--- src/rtl/logic_op_pkg.sv ---
`default_nettype none
// ============================================================================
// Module : logic_op_pkg
// Brief  : Opcode enum, default widths and request record for the responder.
// Rev    : 1.0
// ============================================================================
package logic_op_pkg;

  localparam int DEF_WIDTH = 16;
  localparam int DEF_TAG_W = 4;
  localparam int DEF_CNT_W = 16;

  typedef enum logic [2:0] {
    OP_AND   = 3'b000,
    OP_OR    = 3'b001,
    OP_XOR   = 3'b010,
    OP_NOR   = 3'b011,
    OP_NAND  = 3'b100,
    OP_ANDN  = 3'b101,
    OP_PASSA = 3'b110,
    OP_ILL   = 3'b111
  } op_e;

  typedef struct packed {
    op_e                  op;
    logic [DEF_WIDTH-1:0] a;
    logic [DEF_WIDTH-1:0] b;
    logic [DEF_TAG_W-1:0] tag;
  } req_t;

endpackage
`default_nettype wire

--- src/rtl/logic_op_responder_if.sv ---
`default_nettype none
// ============================================================================
// Module : logic_op_responder_if
// Brief  : Request and response valid/ready channels of the logic responder.
// Rev    : 1.0
// ============================================================================
interface logic_op_responder_if
  import logic_op_pkg::*;
#(
  parameter int WIDTH = DEF_WIDTH,
  parameter int TAG_W = DEF_TAG_W
);
  logic             req_valid;
  logic             req_ready;
  op_e              req_op;
  logic [WIDTH-1:0] req_a;
  logic [WIDTH-1:0] req_b;
  logic [TAG_W-1:0] req_tag;
  logic             rsp_valid;
  logic             rsp_ready;
  logic [WIDTH-1:0] rsp_data;
  logic [TAG_W-1:0] rsp_tag;
  logic             rsp_zero;
  logic             rsp_neg;
  logic             rsp_err;

  modport master (
    output req_valid, req_op, req_a, req_b, req_tag, rsp_ready,
    input  req_ready, rsp_valid, rsp_data, rsp_tag, rsp_zero, rsp_neg, rsp_err
  );

  modport slave (
    input  req_valid, req_op, req_a, req_b, req_tag, rsp_ready,
    output req_ready, rsp_valid, rsp_data, rsp_tag, rsp_zero, rsp_neg, rsp_err
  );
endinterface
`default_nettype wire

--- src/rtl/logic_op_core.sv ---
`default_nettype none
// ============================================================================
// Module : logic_op_core
// Brief  : Combinational bitwise logic unit with zero/negative/error flags.
// Rev    : 1.0
// ============================================================================
module logic_op_core
  import logic_op_pkg::*;
#(
  parameter int WIDTH = DEF_WIDTH
) (
  input  op_e              op_i,
  input  logic [WIDTH-1:0] a_i,
  input  logic [WIDTH-1:0] b_i,
  output logic [WIDTH-1:0] result_o,
  output logic             zero_o,
  output logic             neg_o,
  output logic             err_o
);

  always_comb begin
    result_o = '0;
    err_o    = 1'b0;
    case (op_i)
      OP_AND:   result_o = a_i & b_i;
      OP_OR:    result_o = a_i | b_i;
      OP_XOR:   result_o = a_i ^ b_i;
      OP_NOR:   result_o = ~(a_i | b_i);
      OP_NAND:  result_o = ~(a_i & b_i);
      OP_ANDN:  result_o = a_i & ~b_i;
      OP_PASSA: result_o = a_i;
      default:  err_o    = 1'b1;
    endcase
  end

  assign zero_o = (result_o == '0);
  assign neg_o  = result_o[WIDTH-1];

endmodule
`default_nettype wire

--- src/rtl/logic_op_responder.sv ---
`default_nettype none
// ============================================================================
// Module : logic_op_responder
// Brief  : Two-stage pipelined logic responder with valid/ready on both sides.
// Rev    : 1.0
// ============================================================================
module logic_op_responder
  import logic_op_pkg::*;
#(
  parameter int WIDTH = DEF_WIDTH,
  parameter int TAG_W = DEF_TAG_W,
  parameter int CNT_W = DEF_CNT_W
) (
  input  logic                  clk,
  input  logic                  rst,
  logic_op_responder_if.slave   bus,
  output logic [CNT_W-1:0]      done_count_o
);

  logic             s1_valid_q, s1_valid_d;
  op_e              s1_op_q,    s1_op_d;
  logic [WIDTH-1:0] s1_a_q,     s1_a_d;
  logic [WIDTH-1:0] s1_b_q,     s1_b_d;
  logic [TAG_W-1:0] s1_tag_q,   s1_tag_d;

  logic             s2_valid_q, s2_valid_d;
  logic [WIDTH-1:0] s2_data_q,  s2_data_d;
  logic [TAG_W-1:0] s2_tag_q,   s2_tag_d;
  logic             s2_zero_q,  s2_zero_d;
  logic             s2_neg_q,   s2_neg_d;
  logic             s2_err_q,   s2_err_d;

  logic [CNT_W-1:0] cnt_q,      cnt_d;

  logic             s2_free, accept, s1_adv, consume;
  logic [WIDTH-1:0] core_result;
  logic             core_zero, core_neg, core_err;

  // Ready looks through a draining S2 so a full pipe still streams 1/cycle.
  assign s2_free = !s2_valid_q || bus.rsp_ready;
  assign accept  = bus.req_valid && bus.req_ready;
  assign s1_adv  = s1_valid_q && s2_free;
  assign consume = s2_valid_q && bus.rsp_ready;

  logic_op_core #(.WIDTH(WIDTH)) u_core (
    .op_i     (s1_op_q),
    .a_i      (s1_a_q),
    .b_i      (s1_b_q),
    .result_o (core_result),
    .zero_o   (core_zero),
    .neg_o    (core_neg),
    .err_o    (core_err)
  );

  always_comb begin
    s1_valid_d = s1_valid_q;
    s1_op_d    = s1_op_q;
    s1_a_d     = s1_a_q;
    s1_b_d     = s1_b_q;
    s1_tag_d   = s1_tag_q;
    s2_valid_d = s2_valid_q;
    s2_data_d  = s2_data_q;
    s2_tag_d   = s2_tag_q;
    s2_zero_d  = s2_zero_q;
    s2_neg_d   = s2_neg_q;
    s2_err_d   = s2_err_q;
    cnt_d      = cnt_q;

    if (s1_adv) s1_valid_d = 1'b0;
    if (accept) begin
      s1_valid_d = 1'b1;
      s1_op_d    = bus.req_op;
      s1_a_d     = bus.req_a;
      s1_b_d     = bus.req_b;
      s1_tag_d   = bus.req_tag;
    end

    if (consume) s2_valid_d = 1'b0;
    if (s1_adv) begin
      s2_valid_d = 1'b1;
      s2_data_d  = core_result;
      s2_tag_d   = s1_tag_q;
      s2_zero_d  = core_zero;
      s2_neg_d   = core_neg;
      s2_err_d   = core_err;
    end

    if (consume) cnt_d = cnt_q + CNT_W'(1);
  end

  always_ff @(posedge clk or posedge rst) begin
    if (rst) begin
      s1_valid_q <= 1'b0;
      s1_op_q    <= OP_AND;
      s1_a_q     <= '0;
      s1_b_q     <= '0;
      s1_tag_q   <= '0;
      s2_valid_q <= 1'b0;
      s2_data_q  <= '0;
      s2_tag_q   <= '0;
      s2_zero_q  <= 1'b0;
      s2_neg_q   <= 1'b0;
      s2_err_q   <= 1'b0;
      cnt_q      <= '0;
    end else begin
      s1_valid_q <= s1_valid_d;
      s1_op_q    <= s1_op_d;
      s1_a_q     <= s1_a_d;
      s1_b_q     <= s1_b_d;
      s1_tag_q   <= s1_tag_d;
      s2_valid_q <= s2_valid_d;
      s2_data_q  <= s2_data_d;
      s2_tag_q   <= s2_tag_d;
      s2_zero_q  <= s2_zero_d;
      s2_neg_q   <= s2_neg_d;
      s2_err_q   <= s2_err_d;
      cnt_q      <= cnt_d;
    end
  end

  assign bus.req_ready = !s1_valid_q || s2_free;
  assign bus.rsp_valid = s2_valid_q;
  assign bus.rsp_data  = s2_data_q;
  assign bus.rsp_tag   = s2_tag_q;
  assign bus.rsp_zero  = s2_zero_q;
  assign bus.rsp_neg   = s2_neg_q;
  assign bus.rsp_err   = s2_err_q;
  assign done_count_o  = cnt_q;

endmodule
`default_nettype wire

--- src/flat_wrapper.sv ---
// flat-port wrapper written by rule: the top's interface ports become plain ports
module logic_op_responder_flat import logic_op_pkg::*;
#(
  parameter int WIDTH = DEF_WIDTH,
  parameter int TAG_W = DEF_TAG_W,
  parameter int CNT_W = DEF_CNT_W
)
  (clk, rst, done_count_o, bus_req_valid, bus_req_op, bus_req_a, bus_req_b, bus_req_tag, bus_rsp_ready, bus_req_ready, bus_rsp_valid, bus_rsp_data, bus_rsp_tag, bus_rsp_zero, bus_rsp_neg, bus_rsp_err);
  logic_op_responder_if #(.WIDTH(WIDTH), .TAG_W(TAG_W)) bus_i ();
  input  logic clk;
  input  logic rst;
  output logic [CNT_W-1:0] done_count_o;
  input wire logic [$bits(bus_i.req_valid)-1:0] bus_req_valid;
  input wire logic [$bits(bus_i.req_op)-1:0] bus_req_op;
  input wire logic [$bits(bus_i.req_a)-1:0] bus_req_a;
  input wire logic [$bits(bus_i.req_b)-1:0] bus_req_b;
  input wire logic [$bits(bus_i.req_tag)-1:0] bus_req_tag;
  input wire logic [$bits(bus_i.rsp_ready)-1:0] bus_rsp_ready;
  output wire logic [$bits(bus_i.req_ready)-1:0] bus_req_ready;
  output wire logic [$bits(bus_i.rsp_valid)-1:0] bus_rsp_valid;
  output wire logic [$bits(bus_i.rsp_data)-1:0] bus_rsp_data;
  output wire logic [$bits(bus_i.rsp_tag)-1:0] bus_rsp_tag;
  output wire logic [$bits(bus_i.rsp_zero)-1:0] bus_rsp_zero;
  output wire logic [$bits(bus_i.rsp_neg)-1:0] bus_rsp_neg;
  output wire logic [$bits(bus_i.rsp_err)-1:0] bus_rsp_err;
  assign bus_i.req_valid = bus_req_valid;
  assign bus_i.req_op = bus_req_op;
  assign bus_i.req_a = bus_req_a;
  assign bus_i.req_b = bus_req_b;
  assign bus_i.req_tag = bus_req_tag;
  assign bus_i.rsp_ready = bus_rsp_ready;
  assign bus_req_ready = bus_i.req_ready;
  assign bus_rsp_valid = bus_i.rsp_valid;
  assign bus_rsp_data = bus_i.rsp_data;
  assign bus_rsp_tag = bus_i.rsp_tag;
  assign bus_rsp_zero = bus_i.rsp_zero;
  assign bus_rsp_neg = bus_i.rsp_neg;
  assign bus_rsp_err = bus_i.rsp_err;
  logic_op_responder #(.WIDTH(WIDTH), .TAG_W(TAG_W), .CNT_W(CNT_W)) u_core (.clk(clk), .rst(rst), .bus(bus_i), .done_count_o(done_count_o));
endmodule
--- config.mk ---
export PLATFORM = sky130hd
export DESIGN_NAME = logic_op_responder_flat
export DESIGN_NICKNAME = d
export VERILOG_FILES = /design/src/rtl/logic_op_pkg.sv /design/src/rtl/logic_op_responder_if.sv /design/src/rtl/logic_op_core.sv /design/src/rtl/logic_op_responder.sv /design/src/flat_wrapper.sv
export SDC_FILE = /design/constraint.sdc
export NUM_CORES = 1
export LEC_CHECK = 0
export ABC_AREA = 1
export CAP_MARGIN = 20
export CELL_PAD_IN_SITES_DETAIL_PLACEMENT = 1
export CELL_PAD_IN_SITES_GLOBAL_PLACEMENT = 1
export CORE_ASPECT_RATIO = 1.5
export CORE_UTILIZATION = 30
export CTS_BUF_LIST = sky130_fd_sc_hd__clkbuf_2
export CTS_CLUSTER_SIZE = 10
export DETAILED_ROUTE_END_ITERATION = 10
export PLACE_DENSITY_LB_ADDON = 0.15
export SKIP_LAST_GASP = 1
export SLEW_MARGIN = 20
export SYNTH_ARGS = -nofsm -noshare
export SYNTH_HDL_FRONTEND = slang
export SYNTH_SLANG_ARGS = --single-unit
--- constraint.sdc ---
create_clock -name clk -period 5.7 [get_ports clk]
set_input_delay 1.14 -clock clk [delete_from_list [all_inputs] [get_ports clk]]
set_output_delay 1.14 -clock clk [all_outputs]
set_load 0.005 [all_outputs]
==> flow_summary.yaml <==
power_and_ir_drop:
  powerDensity_nw_per_um2: 316
  p_leak_nw: 2.93
  power.total_mw: 1.89
  peakVddDrop_v: 0.000152
drt:
  dr.pass1.iters: 4
  post_drt_via_cell_ratio: 4.93
  routed_wl_mm: 13.9
  vias: 4403
  antenna_left: 0
  drc: 0
  drtIter0Drc: 94
  wl_per_cell_um: 15.5
die:
  die_w_um: 106
  fp-row-count: 56
  die_h_um: 157
  dieArea_um2: 16600
  ios: 84
  core_um2: 15700
  initial_utilization_pct: 30.8
worst_setup_path:
  slowest_delay_ps: 530
  cpLargestDelayFamily: "buffers and inverters"
  critPathRequiredTime_ps: 4560
  crit_path_start_kind: "input port"
  critPathKind: "in -> out"
  crit_path_frequent_cell: "clkdlybuf4s50_1"
  cp_cell_sequence: "clkdlybuf4s50_1, inv_1, nand3_1, clkdlybuf4s50_1"
  reg2regPathDepth: 13
  cp.arrival_ps: 2310
  critPathMaxFanout: 3
  slowest_stage: "clkdlybuf4s50_1"
  crit_buf_inv: 3
  r2r-start: "u_core.s1_op_q[0]"
  r2r_slack_ps: 2890
  cp-end-kind: "output port"
  rr_endpoint: "u_core.bus.rsp_zero"
clock_network:
  postCtsHoldBufs: 0
  clkSlewWorstSetupHoldPaths_ps: 230
  htree_levels: 3
  cts_resized: 0
  clk_latency_ps: 550
  cts_tree: "yes"
  cts_made_buffers: 9
  clock-root-buffer: "clkbuf_2"
  cts_buffer_depth: 2
  cts.sinks: 79
  post_cts_buffers: 0
yosys:
  synthCells: 617
  async_reset_ff_share_pct: 100
  synth_area_um2: 4830
  syn_avg_cell_area_um2: 7.83
  synth_warnings: 0
  ys_seq_area_share_pct: 40.9
  ys_types: 24
  synth_enable_flop_cells: 0
  synth_nets: 709
  synth_ff_type: "dfrtp_1"
  synth-seq-cells: 79
timing:
  finalHoldViolCount: 0
  rsz0062_at_grt: "no"
  setup_violations: 0
  worstMarginPinSlew_ps: 935
  fin_setup_tns_ps: 0
  drv_slew: 0
  finalClockSkew_ps: 26.0
  fin_crit_ps: 3450
  fmax_ghz: 0.289
  maxSlewHeadroom_pct: 37.7
  finalCritPeriodShare_pct: 60.6
global_routing:
  grt_pass1_wl_mm: 23.0
  grt_pass1_vias: 4748
  antenna_found_initial: 1
  grt_max_degree: 80
  grt_use_total_pct: 17.6
  overflow: 0
cells_and_area:
  area_growth_pct: 23.5
  design_area_um2: 5970
  stdcell_count: 894
  final_cell_mix: "nor2_1, nand2_1, clkdlybuf4s50_1"
  nets: 777
  final_common_cell: "nor2_1"
  drive_above_1_share_pct: 4.49
placement:
  dp_hpwl_mm: 9.54
  dpl_cell_area_um2: 5830
  place_inst: 877
  portBuffers: 83
  gp_congestion: 0.772
hold_path:
  hp-start: "u_core.done_count_o[12]"
  hp-class: "reg -> reg"
  holdPathStages: 1
  min_to: "u_core.done_count_o[12]"
run_status:
  status: "complete, no violations"
run:
  max_cap_viol_count: 0
[power breakdown]
| part | switching, mW | internal (mW) | leakage, nW |
|---|---|---|---|
| logic | 0.390 | 0.337 | 1.93 |
| registers | 0.110 | 0.687 | 0.922 |
| clock network | 0.218 | 0.145 | 0.0779 |
| total | 0.718 | 1.17 | 2.93 |
[per-stage QoR]
step	hold slack [ps]	utilization [%]	worst slack, ps
after floorplan	470	-	2540
after global placement	482	37.1	2260
after detailed placement	485	37.1	2240
after CTS	517	38.0	2240
after global routing	539	38.0	2190
final	517	38.0	2250
[metal layers]
layer,wire length (um),share of wire (%),global-route usage [%]
met1,5570,40,19.1
met2,7680,55,34.4
met3,415,3.0,2.86
met4,229,1.6,5.89
met5,0,0,0
[flip-flops by register name, summed over array words and instances (netlist names)]
register,cells
u_core.s1_tag_q,4
u_core.bus.rsp_neg,1
u_core.bus.rsp_tag,4
u_core.done_count_o,16
u_core.s1_a_q,16
u_core.s1_valid_q,1
u_core.bus.rsp_err,1
u_core.bus.rsp_zero,1
u_core.bus.rsp_data,15
u_core.s1_b_q,16
u_core.bus.rsp_valid,1
u_core.s1_op_q,3
[logic make-up (layout without fill, tap and decap cells)]
kind of cell               count (synthesis)  count (layout)  share of synthesized area, %
AOI/OAI and AO/OA                         81              81                          8.99
xor gates and xnor gates                  13              13                          2.36
adders and majority gates                 49              49                          12.7
buffers and inverters                    101             174                          8.34
DFF                                       79              79                          40.9
other                                      0               1                             0
and+or+nand+nor                          294             294                          26.7
[cells in the mapped netlist (all sizes together) (5+ instances only)]
cell type | number | share of area (%)
a21oi | 40 | 4.1
a31oi | 14 | 1.8
buf | 17 | 1.8
clkbuf | 16 | 1.2
dfrtp | 79 | 41
ha | 49 | 13
inv | 68 | 5.3
nand2 | 87 | 6.8
nand3 | 38 | 3.9
nand3b | 5 | 0.78
nand4 | 44 | 5.7
nor2 | 115 | 8.9
nor3 | 5 | 0.62
o21ai | 22 | 2.3
xnor2 | 5 | 0.91
xor2 | 8 | 1.5
[how the worst max path moves through the flow]
stage | from | to | cells past startpoint
4_1_cts | bus_rsp_ready | bus_req_ready | 4
3_5_place_dp | bus_rsp_ready | bus_req_ready | 4
6_report | bus_rsp_ready | bus_req_ready | 4
5_1_grt | bus_rsp_ready | bus_req_ready | 4
3_3_place_gp | bus_rsp_ready | bus_req_ready | 4
2_1_floorplan | rst | u_core.bus.rsp_data[0] | 1
[area by class of cell]
type	count	area [um^2]
antenna	1	2.50
clock buffer	10	50.0
clock inverter	6	85.1
fill	1946	9730
inverter	68	256
multi-input combinational	437	2460
sequential	79	1980
tap	203	254
timing repair buffer	90	883
Note: power is estimated with default switching activity, not from simulation.
